[src/rtl/keypad_scan_debounce_if.sv]
// Keypad-side and game-core-side signals of the keypad scanner.
// The scanner takes the master modport; the keypad/game-core side takes the slave modport.
interface keypad_scan_debounce_if;
    logic [3:0] keypadCol;
    logic [3:0] keypadRow;
    logic [3:0] keypadBuf;
    logic       key_valid;
    logic       key_pulse;

    modport master (
        input  keypadCol,
        output keypadRow,
        output keypadBuf,
        output key_valid,
        output key_pulse
    );

    modport slave (
        output keypadCol,
        input  keypadRow,
        input  keypadBuf,
        input  key_valid,
        input  key_pulse
    );
endinterface

[src/rtl/keypad_scan_debounce.sv]
// 4x4 matrix keypad scanner with ghost rejection and whole-scan debounce.
// Delivers a stable key code, a level valid flag and a one-cycle new-press strobe.
module keypad_scan_debounce #(
    parameter int SCAN_DIV       = 250000,
    parameter int DEBOUNCE_SCANS = 4
) (
    input  logic                   clk,
    input  logic                   rst,
    keypad_scan_debounce_if.master kp
);

    localparam int DIV_W = (SCAN_DIV > 1) ? $clog2(SCAN_DIV) : 1;
    localparam int STB_W = $clog2(DEBOUNCE_SCANS + 1);
    localparam logic [DIV_W-1:0] DIV_LAST = DIV_W'(SCAN_DIV - 1);
    localparam logic [STB_W-1:0] STB_MAX  = STB_W'(DEBOUNCE_SCANS);

    logic [DIV_W-1:0] div_q, div_d;
    logic [1:0]       row_q, row_d;
    logic [3:0]       drive_q, drive_d;
    logic [1:0]       acc_cnt_q, acc_cnt_d;
    logic [3:0]       acc_code_q, acc_code_d;
    logic             prev_single_q, prev_single_d;
    logic [3:0]       prev_code_q, prev_code_d;
    logic [STB_W-1:0] stable_q, stable_d;
    logic [3:0]       buf_q, buf_d;
    logic             valid_q, valid_d;
    logic             pulse_q, pulse_d;

    logic [1:0] row_cnt;
    logic [3:0] row_code;
    logic [2:0] sum_cnt;
    logic [1:0] tot_cnt;
    logic [3:0] merged_code;
    logic       res_single;
    logic [3:0] res_code;

    // Press count (saturating at 2) and code of the columns pulled low in the driven row.
    always_comb begin
        row_cnt  = 2'd0;
        row_code = 4'd0;
        for (int c = 0; c < 4; c++) begin
            if (!kp.keypadCol[c]) begin
                if (row_cnt != 2'd2) begin
                    row_cnt = row_cnt + 2'd1;
                end
                row_code = {row_q, 2'(c)};
            end
        end
    end

    always_comb begin
        sum_cnt     = {1'b0, acc_cnt_q} + {1'b0, row_cnt};
        tot_cnt     = (sum_cnt >= 3'd2) ? 2'd2 : sum_cnt[1:0];
        merged_code = (row_cnt != 2'd0) ? row_code : acc_code_q;
    end

    always_comb begin
        div_d         = div_q;
        row_d         = row_q;
        drive_d       = drive_q;
        acc_cnt_d     = acc_cnt_q;
        acc_code_d    = acc_code_q;
        prev_single_d = prev_single_q;
        prev_code_d   = prev_code_q;
        stable_d      = stable_q;
        buf_d         = buf_q;
        valid_d       = valid_q;
        pulse_d       = 1'b0;
        res_single    = 1'b0;
        res_code      = 4'd0;

        if (div_q == DIV_LAST) begin
            div_d   = '0;
            row_d   = row_q + 2'd1;
            drive_d = {drive_q[2:0], drive_q[3]};

            if (row_q != 2'd3) begin
                acc_cnt_d  = tot_cnt;
                acc_code_d = merged_code;
            end else begin
                acc_cnt_d  = 2'd0;
                acc_code_d = 4'd0;
                // NONE and MULTI share one encoding (code forced to 0) so ghosts debounce as "no key".
                res_single = (tot_cnt == 2'd1);
                res_code   = res_single ? merged_code : 4'd0;

                if (res_single == prev_single_q && res_code == prev_code_q) begin
                    if (stable_q != STB_MAX) begin
                        stable_d = stable_q + STB_W'(1);
                    end
                end else begin
                    stable_d      = STB_W'(1);
                    prev_single_d = res_single;
                    prev_code_d   = res_code;
                end

                if (stable_d == STB_MAX) begin
                    if (res_single) begin
                        if (!valid_q || res_code != buf_q) begin
                            buf_d   = res_code;
                            valid_d = 1'b1;
                            pulse_d = 1'b1;
                        end
                    end else begin
                        valid_d = 1'b0;
                    end
                end
            end
        end else begin
            div_d = div_q + DIV_W'(1);
        end
    end

    always_ff @(posedge clk or negedge rst) begin
        if (!rst) begin
            div_q         <= '0;
            row_q         <= 2'd0;
            drive_q       <= 4'b1110;
            acc_cnt_q     <= 2'd0;
            acc_code_q    <= 4'd0;
            prev_single_q <= 1'b0;
            prev_code_q   <= 4'd0;
            stable_q      <= '0;
            buf_q         <= 4'd0;
            valid_q       <= 1'b0;
            pulse_q       <= 1'b0;
        end else begin
            div_q         <= div_d;
            row_q         <= row_d;
            drive_q       <= drive_d;
            acc_cnt_q     <= acc_cnt_d;
            acc_code_q    <= acc_code_d;
            prev_single_q <= prev_single_d;
            prev_code_q   <= prev_code_d;
            stable_q      <= stable_d;
            buf_q         <= buf_d;
            valid_q       <= valid_d;
            pulse_q       <= pulse_d;
        end
    end

    assign kp.keypadRow = drive_q;
    assign kp.keypadBuf = buf_q;
    assign kp.key_valid = valid_q;
    assign kp.key_pulse = pulse_q;

endmodule

[src/flat_wrapper.sv]
// flat-port wrapper written by rule: the top's interface ports become plain ports
module keypad_scan_debounce_flat 
#(
    parameter int SCAN_DIV       = 250000,
    parameter int DEBOUNCE_SCANS = 4
)
  (clk, rst, kp_keypadCol, kp_keypadRow, kp_keypadBuf, kp_key_valid, kp_key_pulse);
  keypad_scan_debounce_if kp_i ();
  input  logic clk;
  input  logic rst;
  input wire logic [$bits(kp_i.keypadCol)-1:0] kp_keypadCol;
  output wire logic [$bits(kp_i.keypadRow)-1:0] kp_keypadRow;
  output wire logic [$bits(kp_i.keypadBuf)-1:0] kp_keypadBuf;
  output wire logic [$bits(kp_i.key_valid)-1:0] kp_key_valid;
  output wire logic [$bits(kp_i.key_pulse)-1:0] kp_key_pulse;
  assign kp_i.keypadCol = kp_keypadCol;
  assign kp_keypadRow = kp_i.keypadRow;
  assign kp_keypadBuf = kp_i.keypadBuf;
  assign kp_key_valid = kp_i.key_valid;
  assign kp_key_pulse = kp_i.key_pulse;
  keypad_scan_debounce #(.SCAN_DIV(SCAN_DIV), .DEBOUNCE_SCANS(DEBOUNCE_SCANS)) u_core (.clk(clk), .rst(rst), .kp(kp_i));
endmodule
[config.mk]
export PLATFORM = sky130hd
export DESIGN_NAME = keypad_scan_debounce_flat
export DESIGN_NICKNAME = d
export VERILOG_FILES = /design/src/rtl/keypad_scan_debounce_if.sv /design/src/rtl/keypad_scan_debounce.sv /design/src/flat_wrapper.sv
export SDC_FILE = /design/constraint.sdc
export NUM_CORES = 1
export LEC_CHECK = 0
export CORE_MARGIN = 4
export CORE_UTILIZATION = 53
export DETAILED_ROUTE_END_ITERATION = 16
export GPL_TIMING_DRIVEN = 1
export PLACE_DENSITY = 0.75
export SYNTH_ARGS = -nofsm -noshare
export SYNTH_HDL_FRONTEND = slang
export SYNTH_SLANG_ARGS = --single-unit
[constraint.sdc]
create_clock -name clk -period 2.8 [get_ports clk]
set_input_delay 0.56 -clock clk [delete_from_list [all_inputs] [get_ports clk]]
set_output_delay 0.56 -clock clk [all_outputs]
set_load 0.02 [all_outputs]
# Yosys cells after proc, flatten, opt, wreduce, memory -nomap -nowiden
# Index checks and enable logic that the tools add are counted.
# W data, S select, Z words.
word_totals:
  register_bits: 44
  inputBits: 6
  output_inout_bits: 10
  elab_cells: 69
classes:
  addsub: 7
  n_lt_le_gt_ge: 1
  eq_ne: 12
  n_mux: 28
  n_bitwise: 2
  reduce_logical: 8
op_table:
  columns: ["op", "n"]
  rows:
  - ["$mux W4", 7]
  - ["$add A18 B1 Y18 const B", 1]
  - ["$eq A18 B18 Y1 const B", 1]
  - ["$mux W18", 1]
  - ["$mux W2", 8]
  - ["$mux W3", 4]
  - ["$mux W1", 8]
  - ["$ne A2 B2 Y1 const B", 4]
  - ["$add A2 B1 Y2 const B", 3]
  - ["$reduce_and A5 Y1", 1]
  - ["$eq A4 B4 Y1", 1]
  - ["$ne A4 B4 Y1", 1]
  - ["$reduce_and A4 Y1", 1]
  - ["$add A2 B2 Y3", 1]
  - ["$add A3 B1 Y3 const B", 1]
  - ["$eq A3 B3 Y1 const B", 1]
  - ["$ge A3 B2 Y1 const B", 1]
  - ["$ne A3 B3 Y1 const B", 1]
  - ["$reduce_and A3 Y1", 1]
  - ["$add A1 B1 Y2 const B", 1]
  - ["$eq A2 B1 Y1 const B", 1]
  - ["$ne A1 B2 Y1 const B", 1]
  - ["$not A1 Y1", 2]
  - ["$reduce_and A2 Y1", 1]
  - ["other kinds (5)", 5]

# Logic depth before layout (Yosys ltp)
logic_depth:
  word_depth: 24
  ltp_mapped: 17
  mapped_depth_nobuf: 16

# Worst setup path after synthesis
# Ideal clock, no wire load.
synth_path:
  kind: "input to register"
  from: "input kp_keypadCol[0]"
  to: "register u_core.buf_q[2] (netlist: u_core.kp.keypadBuf[2])"
  setup_time_ns: 0.125
  arrival_ns: 3.773
  required_ns: 2.675
  setup_slack_ns: -1.098
  cell_stages: 17
  path_buffers: 1
  path_cell_list: "inv_1 -> ha_1 -> mux2i_1 -> ha_1 -> nor2_1 -> a21oi_1 -> ha_1 -> inv_1 -> fa_1 -> and3_1 -> clkbuf_1 -> nand3_1 -> mux2i_2 -> xnor2_1 -> nand3_2 -> a211oi_4 -> mux2_4"
synth_between:
  elab_chain_len: 22
  word_cells_on_any_way: 34
  classes_between: "add/sub: 4; order compare: 1; eq/ne: 8; mux: 17; reduce/logical: 4"
synth_lines:
  columns: ["item", "line", "rtl"]
  rows:
  - ["start: declaration", "flat_wrapper.sv:11", "input wire logic [$bits(kp_i.keypadCol)-1:0] kp_keypadCol;"]
  - ["$mux W1", "keypad_scan_debounce.sv:42", "if (!kp.keypadCol[c]) begin"]
  - ["$add A1 B1 Y2 / $ne A1 B2 Y1 (equally long branches)", "keypad_scan_debounce.sv:44, keypad_scan_debounce.sv:43", null]
  - ["$mux W2", "keypad_scan_debounce.sv:43", "if (row_cnt != 2'd2) begin"]
  - ["$mux W2", "keypad_scan_debounce.sv:42", null]
  - ["$add A2 B1 Y2 / $ne A2 B2 Y1 (equally long branches)", "keypad_scan_debounce.sv:44, keypad_scan_debounce.sv:43", null]
  - ["$mux W2", "keypad_scan_debounce.sv:43", null]
  - ["$mux W2", "keypad_scan_debounce.sv:42", null]
  - ["$add A2 B1 Y2 / $ne A2 B2 Y1 (equally long branches)", "keypad_scan_debounce.sv:44, keypad_scan_debounce.sv:43", null]
  - ["(+6 left out)", null, null]
  - ["$mux W4", "keypad_scan_debounce.sv:85", "res_code = res_single ? merged_code : 4'd0;"]
  - ["$eq A4 B4 Y1", "keypad_scan_debounce.sv:87", "if (res_single == prev_single_q && res_code == prev_code_q) begin"]
  - ["$logic_and A1 B1 Y1", "keypad_scan_debounce.sv:87", null]
  - ["$mux W3", "keypad_scan_debounce.sv:87", null]
  - ["$mux W3", "keypad_scan_debounce.sv:77", "if (row_q != 2'd3) begin"]
  - ["$mux W3", "keypad_scan_debounce.sv:72", "if (div_q == DIV_LAST) begin"]
  - ["$eq A3 B3 Y1", "keypad_scan_debounce.sv:97", "if (stable_d == STB_MAX) begin"]
  - ["$reduce_and A5 Y1 (no source line)", null, null]
  - ["end signal: assignment", "keypad_scan_debounce.sv:136", "buf_q <= buf_d;"]
  - ["end: declaration", "keypad_scan_debounce.sv:25", "logic [3:0] buf_q, buf_d;"]
# Several ways; a longest one is shown, not always the timed one. The select of a mux whose other input is x is not followed.
# A chain may end at the register's enable or synchronous reset.

# Final worst setup path
layout_path:
  from: "input kp_keypadCol[0]"
  to: "register u_core.buf_q[1] (netlist: u_core.kp.keypadBuf[1])"
# The elaborated chain is that of the path after synthesis.

==> out/results.ini <==
[die]
rows = 25
ioPinCount = 16
die_area_um2 = 6170
initial_core_util_pct = 55.1
die_height_um = 78.5
coreArea_um2 = 4790
die_width_um = 78.5

[grt]
grt_max_degree = 45
grt_antenna_before_repair = 0
grt_pass1_wl_um = 10700
grt_pass1_vias = 2273
grt_overflow_total = 0
track_usage_pct = 21.7

[layout]
final_area_um2 = 3520
fin_nets = 346
diodes = 0
area_growth_pct = 33.5
drive_above_1_share_pct = 37.5

[synthesis]
synth_top_area_share_pct = 38.9
syn_avg_cell_area_um2 = 9.95
syn-num-nets = 281
synth_most_common_cell = dfrtp_1
synth_common_cells = dfrtp_1 (41), nand2_1 (29), nor2_1 (18), o21ai_0 (15), inv_1 (12)
synth-seq-cells = 44
synth_area_leaders = dfrtp_1 (39%), ha_1 (4.3%), nand2_1 (4.1%), mux2_2 (3.8%), xor2_1 (3.7%)
synth_cell_types = 58
ys_warn_count = 0
ys_seq_area_share_pct = 41.9
ys.flop_type = dfrtp_1
synth_cells = 265
ys_async_sr_fraction_pct = 100
synth_area_um2 = 2640
synth_edf_count = 0
yosysTopAreaCell = dfrtp_1

[clocking]
cts_buffers = 5
cts_tree = done
clk_latency_ns = 0.30
clock-root-buffer = clkbuf_8
postCtsHoldBufs = 0
clkTransAtPathRegs_ns = 0.08
clk_path_buf_depth = 2
cts.sinks = 44
htree_levels = 2

[worst_setup_path]
cp_data_arrival_time_ns = 3.71
cp.required_ns = 3.02
cp-start-kind = input port
path_cells = buf_8 -> inv_4 -> ha_4 -> mux2i_2 -> ha_2 -> nor2_2 -> a21oi_2 -> ha_2 -> inv_2 -> fa_1 -> buf_6 -> nand3_4 -> or3_1 -> a31oi_2 -> nor4_4 -> a211oi_4 -> buf_4 -> mux2i_2
critical_path.max_stage_delay_ns = 0.51
worstPathMaxFanout = 5
cp-end-kind = register
critical_path_class = in2reg
crit_path_top_delay_cell = fa_1

[timing]
finalHoldViolations = 0
fin_crit_ns = 3.49
rsz0062_at_grt = true
clock_skew_ns = 0.00567
max_freq_ghz = 0.287
finalSetupTns_ns = -5.67
finalCritPeriodShare_pct = 124
drv_slew = 0
hold_ws_ns = 0.395
setup_viol = 9
worst_slack_ns = -0.686
slew_headroom_pct = 37.0
worst_slew_pin_slew_ns = 0.945

[placed_design]
post-dp-hpwl_um = 4150
port_buffers = 15
pre_cts_slack_ns = -1.66
globalplace.congestion = 0.871
post_dp_cell_area_um2 = 3220

[power]
power_mw = 1.46
power.density_nw_per_um2 = 416
power_leakage_nw = 1.55
peakVddDrop_mv = 0.325

[run_status]
failed_checks = negative setup slack
outcome = finished with violations

[routing]
drt_wl_total_um = 6160
antenna_left = 0
drc = 0
first_pass_iters = 4
drtIter0Drc = 116
via_count = 2227
wl_per_cell_um = 15.5
vias_per_cell = 5.60

[job]
max_cap_viol_count = 0

[worst_hold_path]
hp-class = in2async

==> power breakdown <==
part | switching (mW) | leakage (nW) | total, mW | internal (mW)
logic | 0.137 | 0.947 | 0.280 | 0.143
clock network | 0.222 | 0.0645 | 0.537 | 0.315
registers | 0.00625 | 0.541 | 0.646 | 0.640
total | 0.366 | 1.55 | 1.46 | 1.10
==> critical path, delay by kind of cell <==
kind,cells,cell delay [ns]
adder cells (fa/ha/maj),4,1.11
AO/OA/AOI/OAI,3,0.61
AND/OR/NAND/NOR,4,0.59
buffers and inverters,5,0.47
multiplexers,2,0.36
==> final timing paths <==
check	cells after the start	to	from	slack [ns]
worst max-delay path	18	u_core.kp.keypadBuf[1]	kp_keypadCol[0]	-0.69
worst min-delay path	1	u_core.kp.keypadBuf[0]	rst	0.39
worst max register to register	11	u_core.kp.keypadBuf[1]	u_core.acc_cnt_q[0]	0.13
worst min register to register	1	u_core.div_q[0]	u_core.div_q[0]	0.49
max in group asynchronous	1	u_core.acc_code_q[1]	rst	1.81
min in group clk	1	u_core.div_q[0]	u_core.div_q[0]	0.49
==> cells by family (layout without fill, tap and decap cells) <==
kind of cell / count (synthesis) / in the layout / synth area share, %
adders and majority gates: 10 / 10 / 5.03
xor gates and xnor gates: 19 / 19 / 6.31
AOI/OAI and AO/OA: 44 / 44 / 11.2
muxes: 17 / 17 / 7.45
buffers and inverters: 20 / 86 / 4.03
and+or+nand+nor: 111 / 111 / 24.1
DFF: 44 / 44 / 41.9
==> per-layer routing <==
| layer | vias up | routed length (um) | share of wire (%) | track usage [%] |
|---|---|---|---|---|
| met5 | - | 0 | 0 | 0 |
| met4 | 0 | 178 | 2.9 | 9.97 |
| met3 | 18 | 208 | 3.4 | 4.13 |
| met2 | 60 | 3040 | 49 | 35.7 |
| met1 | 1079 | 2740 | 44 | 27.7 |
| li1 | 1070 | - | - | - |
==> cell usage in the layout, fill, tap and decap left out, types with 6 or more instances in the layout <==
| master | n |
|---|---|
| nor3_1 | 8 |
| clkdlybuf4s50_1 | 11 |
| nand4_1 | 7 |
| clkbuf_8 | 7 |
| dfrtp_1 | 41 |
| nor2_1 | 17 |
| mux2_2 | 9 |
| ha_1 | 6 |
| nand3_1 | 9 |
| inv_1 | 9 |
| buf_4 | 49 |
| xor2_1 | 9 |
| xnor2_1 | 7 |
| o21ai_0 | 12 |
| nand2_1 | 27 |
==> layout make-up <==
type / instances / area, um^2
clock buffers: 7 / 96.3
clock inverters: 1 / 30.0
fillers: 330 / 1270
inverters: 12 / 60.1
multi-input cells: 201 / 1600
flip-flops and latches: 44 / 1100
well taps: 67 / 83.8
repair buffers: 66 / 541
==> through the flow <==
step	utilization, %	std cells
final	73.5	398
after global routing	73.5	398
after CTS	72.4	398
after detailed placement	67.2	379
after global placement	67.2	379
after floorplan	-	265
==> sequential cells by signal, indices dropped and copies added (netlist names), 2 cells and up <==
| register | count |
|---|---|
| u_core.kp.keypadBuf | 4 |
| u_core.prev_code_q | 4 |
| u_core.acc_code_q | 4 |
| u_core.row_q | 2 |
| u_core.div_q | 18 |
| u_core.stable_q | 3 |
| u_core.acc_cnt_q | 2 |
| u_core.kp.keypadRow | 4 |
==> repair_timing <==
action	4_1_cts	5_1_grt
setup buffers	11	1
endpoints found under the setup margin	19	17
resized for setup	20	19
pin swaps	11	9
Power figures use the tool's default switching activity.
